**src/rtl/bert_pkg.sv**
```systemverilog
// Shared types and constants for the BERT run sequencer.
package bert_pkg;

   typedef enum logic [2:0] {
      S_IDLE,
      S_SEED,
      S_SYNC,
      S_MEASURE,
      S_DONE
   } state_t;

   localparam logic [1:0] ST_NONE      = 2'b00;
   localparam logic [1:0] ST_PASS      = 2'b01;
   localparam logic [1:0] ST_SYNC_FAIL = 2'b10;
   localparam logic [1:0] ST_ABORT     = 2'b11;

   localparam int DEF_SYNC_LEN     = 16;
   localparam int DEF_SYNC_TIMEOUT = 1024;

endpackage

```
**src/rtl/bert_popcount.sv**
```systemverilog
// Combinational population count of a checker error word.
module bert_popcount #(
   parameter int WORD_W = 8,
   parameter int PC_W   = $clog2(WORD_W) + 1
) (
   input  logic [WORD_W-1:0] vec,
   output logic [PC_W-1:0]   count
);

   always_comb begin
      count = '0;
      for (int i = 0; i < WORD_W; i++)
         count = count + PC_W'(vec[i]);
   end

endmodule

```
**src/rtl/bert_test_sequencer.sv**
```systemverilog
// Run-level controller: seeds generator/checker, waits for sync, then measures
// a window of words and accumulates a saturating bit-error total.
module bert_test_sequencer
   import bert_pkg::*;
#(
   parameter int WORD_W       = 8,
   parameter int CNT_W        = 32,
   parameter int SYNC_LEN     = DEF_SYNC_LEN,
   parameter int SYNC_TIMEOUT = DEF_SYNC_TIMEOUT
) (
   input  logic              clock,
   input  logic              reset,
   input  logic              start,
   input  logic              abort,
   input  logic              sel,
   input  logic [2:0]        taps,
   input  logic [CNT_W-1:0]  window,
   input  logic              err_valid,
   input  logic [WORD_W-1:0] err_vec,
   output logic              gen_load,
   output logic              gen_en,
   output logic              gen_sel,
   output logic [2:0]        gen_taps,
   output logic              chk_clear,
   output logic              busy,
   output logic              done,
   output logic [1:0]        status,
   output logic [CNT_W-1:0]  word_count,
   output logic [CNT_W-1:0]  error_total
);

   localparam int PC_W  = $clog2(WORD_W) + 1;
   localparam int RUN_W = $clog2(SYNC_LEN + 1);
   localparam int TO_W  = $clog2(SYNC_TIMEOUT + 1);
   localparam logic [RUN_W-1:0] RUN_LAST = RUN_W'(SYNC_LEN - 1);
   localparam logic [TO_W-1:0]  TO_LAST  = TO_W'(SYNC_TIMEOUT - 1);

   state_t             state;
   logic [CNT_W-1:0]   window_q;
   logic [RUN_W-1:0]   run_cnt;
   logic [TO_W-1:0]    to_cnt;
   logic [PC_W-1:0]    pop;
   logic [CNT_W:0]     err_sum;
   logic [CNT_W-1:0]   err_next;
   logic               clean_word;
   logic               fin;
   logic [1:0]         fin_st;
   logic               to_meas;
   logic               count_word;

   bert_popcount #(.WORD_W(WORD_W), .PC_W(PC_W)) u_pop (
      .vec   (err_vec),
      .count (pop)
   );

   // One extra carry bit detects overflow so the total clamps instead of wrapping.
   assign err_sum    = {1'b0, error_total} + (CNT_W+1)'(pop);
   assign err_next   = err_sum[CNT_W] ? '1 : err_sum[CNT_W-1:0];
   assign clean_word = err_valid && (err_vec == '0);

   always_comb begin
      fin        = 1'b0;
      fin_st     = ST_NONE;
      to_meas    = 1'b0;
      count_word = 1'b0;
      case (state)
         S_SEED: begin
            if (abort) begin
               fin    = 1'b1;
               fin_st = ST_ABORT;
            end
         end
         S_SYNC: begin
            if (abort) begin
               fin    = 1'b1;
               fin_st = ST_ABORT;
            end else if (clean_word && run_cnt == RUN_LAST) begin
               to_meas = 1'b1;
            end else if (to_cnt == TO_LAST) begin
               fin    = 1'b1;
               fin_st = ST_SYNC_FAIL;
            end
         end
         S_MEASURE: begin
            if (abort) begin
               fin    = 1'b1;
               fin_st = ST_ABORT;
            end else if (window_q == '0) begin
               fin    = 1'b1;
               fin_st = ST_PASS;
            end else if (err_valid) begin
               count_word = 1'b1;
               if (word_count == window_q - 1'b1) begin
                  fin    = 1'b1;
                  fin_st = ST_PASS;
               end
            end
         end
         default: ;
      endcase
   end

   always_ff @(posedge clock) begin
      if (reset) begin
         state       <= S_IDLE;
         window_q    <= '0;
         run_cnt     <= '0;
         to_cnt      <= '0;
         gen_load    <= 1'b0;
         gen_en      <= 1'b0;
         gen_sel     <= 1'b0;
         gen_taps    <= '0;
         chk_clear   <= 1'b0;
         busy        <= 1'b0;
         done        <= 1'b0;
         status      <= ST_NONE;
         word_count  <= '0;
         error_total <= '0;
      end else begin
         gen_load  <= 1'b0;
         chk_clear <= 1'b0;
         done      <= 1'b0;
         // The final accepted word is counted in the same cycle the run finishes.
         if (count_word) begin
            word_count  <= word_count + 1'b1;
            error_total <= err_next;
         end
         if (fin) begin
            state  <= S_DONE;
            status <= fin_st;
            done   <= 1'b1;
            busy   <= 1'b0;
            gen_en <= 1'b0;
         end else begin
            case (state)
               S_IDLE, S_DONE: begin
                  if (start && !abort) begin
                     state       <= S_SEED;
                     gen_sel     <= sel;
                     gen_taps    <= taps;
                     window_q    <= window;
                     run_cnt     <= '0;
                     to_cnt      <= '0;
                     word_count  <= '0;
                     error_total <= '0;
                     status      <= ST_NONE;
                     gen_load    <= 1'b1;
                     chk_clear   <= 1'b1;
                     busy        <= 1'b1;
                  end
               end
               S_SEED: begin
                  state  <= S_SYNC;
                  gen_en <= 1'b1;
               end
               S_SYNC: begin
                  if (to_meas) begin
                     state <= S_MEASURE;
                  end else begin
                     to_cnt <= to_cnt + 1'b1;
                     if (clean_word)
                        run_cnt <= run_cnt + 1'b1;
                     else if (err_valid)
                        run_cnt <= '0;
                  end
               end
               S_MEASURE: ;
               default: state <= S_IDLE;
            endcase
         end
      end
   end

endmodule

```
**config.mk**
```make
export PLATFORM = sky130hd
export DESIGN_NAME = bert_test_sequencer
export DESIGN_NICKNAME = d
export VERILOG_FILES = /design/src/rtl/bert_pkg.sv /design/src/rtl/bert_popcount.sv /design/src/rtl/bert_test_sequencer.sv
export SDC_FILE = /design/constraint.sdc
export NUM_CORES = 1
export LEC_CHECK = 0
export BUFFER_PORTS_ARGS = -buffer_cell sky130_fd_sc_hd__buf_2
export CELL_PAD_IN_SITES_DETAIL_PLACEMENT = 1
export CELL_PAD_IN_SITES_GLOBAL_PLACEMENT = 1
export CORE_UTILIZATION = 27
export DETAILED_ROUTE_END_ITERATION = 7
export GPL_TIMING_DRIVEN = 0
export PLACE_DENSITY = 0.67
export SYNTH_ARGS = -nofsm -noshare
export SYNTH_HDL_FRONTEND = slang
export SYNTH_HIERARCHICAL = 1
export SYNTH_SLANG_ARGS = --single-unit
```
**constraint.sdc**
```tcl
create_clock -name clock -period 6.3 [get_ports clock]
set_clock_uncertainty 0.15 [all_clocks]
set_input_delay 1.26 -clock clock [delete_from_list [all_inputs] [get_ports clock]]
set_output_delay 1.26 -clock clock [all_outputs]
set_load 0.03 [all_outputs]
```
==> summary.md <==
| Metric | Value |
|---|---|
| Final #Nets | 1,040 |
| Power Density | 260 mW/mm^2 |
| Max Clock Freq | 171 MHz |
| Max-cap viol count | 0 |
| DP HPWL | 15,700 microns |
| Post-route setup slack | 450 ps |
| Buffers & Inverters on Critical Path | 7 |
| Pre-CTS setup slack | 16.6 ps |
| Crit-path max cell delay | 550 ps |
| CTS clk-pin slew, worst paths | 60 ps |
| Clock tree from TritonCTS | done |
| Worst slew pin tran | 1260 ps |
| Startpoint type of the worst setup path | input pin |
| Num ports | 124 |
| Iter 0 DRT Violations | 250 |
| Syn avg cell area | 8.22 sq um |
| Fin. Hold Viols | 0 |
| Commonest cells after routing, fill and taps aside | buf_2, dfxtp_1, nand2_1 |
| Initial Util | 0.278 |
| Syn_nets | 899 |
| Post-synth EDFFs | 0 |
| Crit-path slowest cell | fa_1 |
| Mapped cell area | 0.00685 sq mm |
| Tcrit/Tclk final | 0.929 |
| Number of global-route vias before repair | 6,452 |
| Fill cells | 3,005 |
| Top fanout value on the critical path | 10 |
| Largest family of logic cells by synthesized area | simple AND/OR/NAND/NOR gates |
| Full die area | 0.0260 sq mm |
| # Post-CTS Setup Buffers | 0 |
| Total negative slack | 0 ps |
| Finish-stage setup viols | 0 |
| Cell Area, Placed | 0.00786 sq mm |
| Status | completed |
| Layout Area Growth over Synthesis | 23.4% |
| Clk Latency, worst-skew pair | 420 ps |
| Arrival time worst endpoint | 6040 ps |
| Critical path cell sequence | buf_2 > inv_1 > fa_1 > fa_1 > fa_1 > inv_1 > ha_1 > inv_1 > fa_1 > inv_1 > inv_1 > fa_1 > inv_1 > a21o_1 > a21oi_1 > nor3_2 > nand3_1 > and4_1 > nor3_1 |
| Most common cell after layout, fill and taps aside | buf_2 |
| WL/cell | 15.7 microns |
| Post-CTS Hold Fix Bufs | 0 |
| Crit path time final | 5850 ps |
| CTS resizes | 0 |
| Post-synth top area cell | dfxtp_1 |
| Initial antenna violation count | 0 |
| Total grt overflow | 0 |
| RSZ-0062 raised after global routing | false |
| Maximum clock path buffer count | 2 |
| Via density | 4.87 |
| First-pass DRT Iterations | 4 |
| Critical Path End Type | register |
| ANT nets after route | 0 |
| Core area | 0.0246 sq mm |
| Number of synthesized register bits | 125 |
| Post-Route WL | 20,600 microns |
| Synth Area in Adders | 0.0365 |
| Die height | 161 microns |
| CTS sink cnt | 125 |
| GPL Wtd Cong | 0.801 |
| Worst ir drop on vdd | 0.000108 V |
| XOR/XNOR Fraction of Synth Area | 0.122 |
| First-pass GRT wire length | 33,500 microns |
| Final non-filler cell total | 1,311 |
| Total Routing Usage GR | 0.163 |
| Synth unique cells | 71 |
| Async set-reset flop share out of synthesis | 0 |
| TritonCTS buffer count | 17 |
| Die X | 161 microns |
| Worst R2R Setup Slack | 2800 ps |
| Pin count of the biggest net entering global routing | 17 |
| CTS root buf | clkbuf_16 |
| Leak | 3.39 nW |
| Req. time, crit path | 6490 ps |
| Design area | 0.00845 sq mm |
| Mux cell area share after synthesis | 0.00895 |
| Vias | 6,387 |
| Cell total after placement | 1,279 |
| Yosys warns | 6 |
| Share of layout cells above drive strength 1 | 0.190 |
| Slew headroom | 0.149 |
| Synth Area in Compound Gates | 0.142 |
| Critical path's top delay family | adder cells |
| Rows | 57 |
| Post-synth top area share | 0.365 |
| Worst hold-check path type | reg2reg |
| Simple-Gate Fraction of Synth Area | 0.281 |
| IO buf count | 122 |
| Mapped Cells | 833 |
| Ant diodes | 0 |
| Ranking of synthesized cells by area | dfxtp_1, a21oi_1, nand2_1 |
| Seq/Total Area, Yosys | 0.365 |
| Top FF cell, synth | dfxtp_1 |
| Most used cell, CP | inv_1 |
| Drt drc | 0 |
| Final-report max-slew violation count | 0 |
| WS Path Type | in2reg |
| H-tree depth | 4 |
## worst register-to-register path, cell delays in order, from the launching register on
cell and delay (ps):
dfxtp_1 440, inv_1 70, ha_1 280, nor4b_1 190, nand4_1 260, o31a_1 160, buf_2 240, nand2_1 80
nor4bb_1 1050, nand4_1 210, xor2_1 180, nor2_1 50
## registers in the layout (all words and copies together), names as in the netlist, 2 cells and up
name,cells
status,2
word_count,32
window_q,32
error_total,32
gen_taps,3
run_cnt,5
state,3
to_cnt,11
## through the flow
stage / total power, W / hold WS (ps) / util
after floorplan: 0.00112 / 290 / -
after global placement: 0.00122 / 295 / 0.320
after global routing: 0.00231 / 344 / 0.343
after CTS: 0.00223 / 309 / 0.343
final: 0.00220 / 305 / 0.343
after detailed placement: 0.00123 / 300 / 0.320
## per-layer routing
metal	part of all wire	vias up	GRT usage	wire, microns
li1	-	3198	-	-
met1	0.47	3081	0.202	9580
met2	0.49	91	0.283	10100
met3	0.029	17	0.0324	592
met4	0.015	0	0.0519	303
met5	0	-	0	0
## logic make-up (layout without fill, tap and decap cells)
group,after synthesis,in the layout
muxes,6,6
AOI/OAI and AO/OA,153,153
DFF,125,125
and+or+nand+nor,367,367
buffers and inverters,70,224
xor gates and xnor gates,95,95
adders and majority gates,17,17
## power breakdown
part	internal (W)	switching, W
logic	0.000148	0.000226
registers	0.000810	0.0000253
clock network	0.000588	0.000399
## area by class of cell
| cell class | count | area (sq um) | share of cell area |
|---|---|---|---|
| repair buffers | 122 | 611 | 0.0723 |
| clock inverters | 15 | 161 | 0.0191 |
| clock buffers | 17 | 425 | 0.0503 |
| multi-input cells | 638 | 4050 | 0.479 |
| well taps | 324 | 405 | 0.0480 |
| flip-flops and latches | 125 | 2500 | 0.296 |
| inverters | 31 | 116 | 0.0138 |
| plain buffers | 39 | 183 | 0.0216 |
## worst paths after layout
check / endpoint / startpoint / cells after the start
setup / recovery: error_total[25] / err_vec[0] / 19
hold / removal: gen_taps[2] / gen_taps[2] / 2
setup reg to reg: word_count[27] / window_q[0] / 11
hold reg to reg: gen_taps[2] / gen_taps[2] / 2
## Yosys cell counts, types with 3 or more instances
cell,number
and2_1,3
o31a_1,3
nor4bb_1,4
nor3b_1,5
nand2b_1,4
buf_2,6
and3_1,26
and4_1,10
or3_1,16
nor4_2,3
a21o_1,4
nor2b_1,8
o21a_1,5
or4_1,5
nor2_1,74
a211oi_1,5
ha_1,12
a21oi_1,87
nor3_1,24
or4_4,3
dfxtp_1,125
nand4_1,16
fa_1,5
mux2i_1,5
o21ai_0,18
a31oi_1,3
nand3_1,32
clkbuf_1,27
nor4_1,7
inv_1,31
xor2_1,47
xnor2_1,48
nand2_1,112
nor4_4,3
Power figures use the tool's default switching activity.
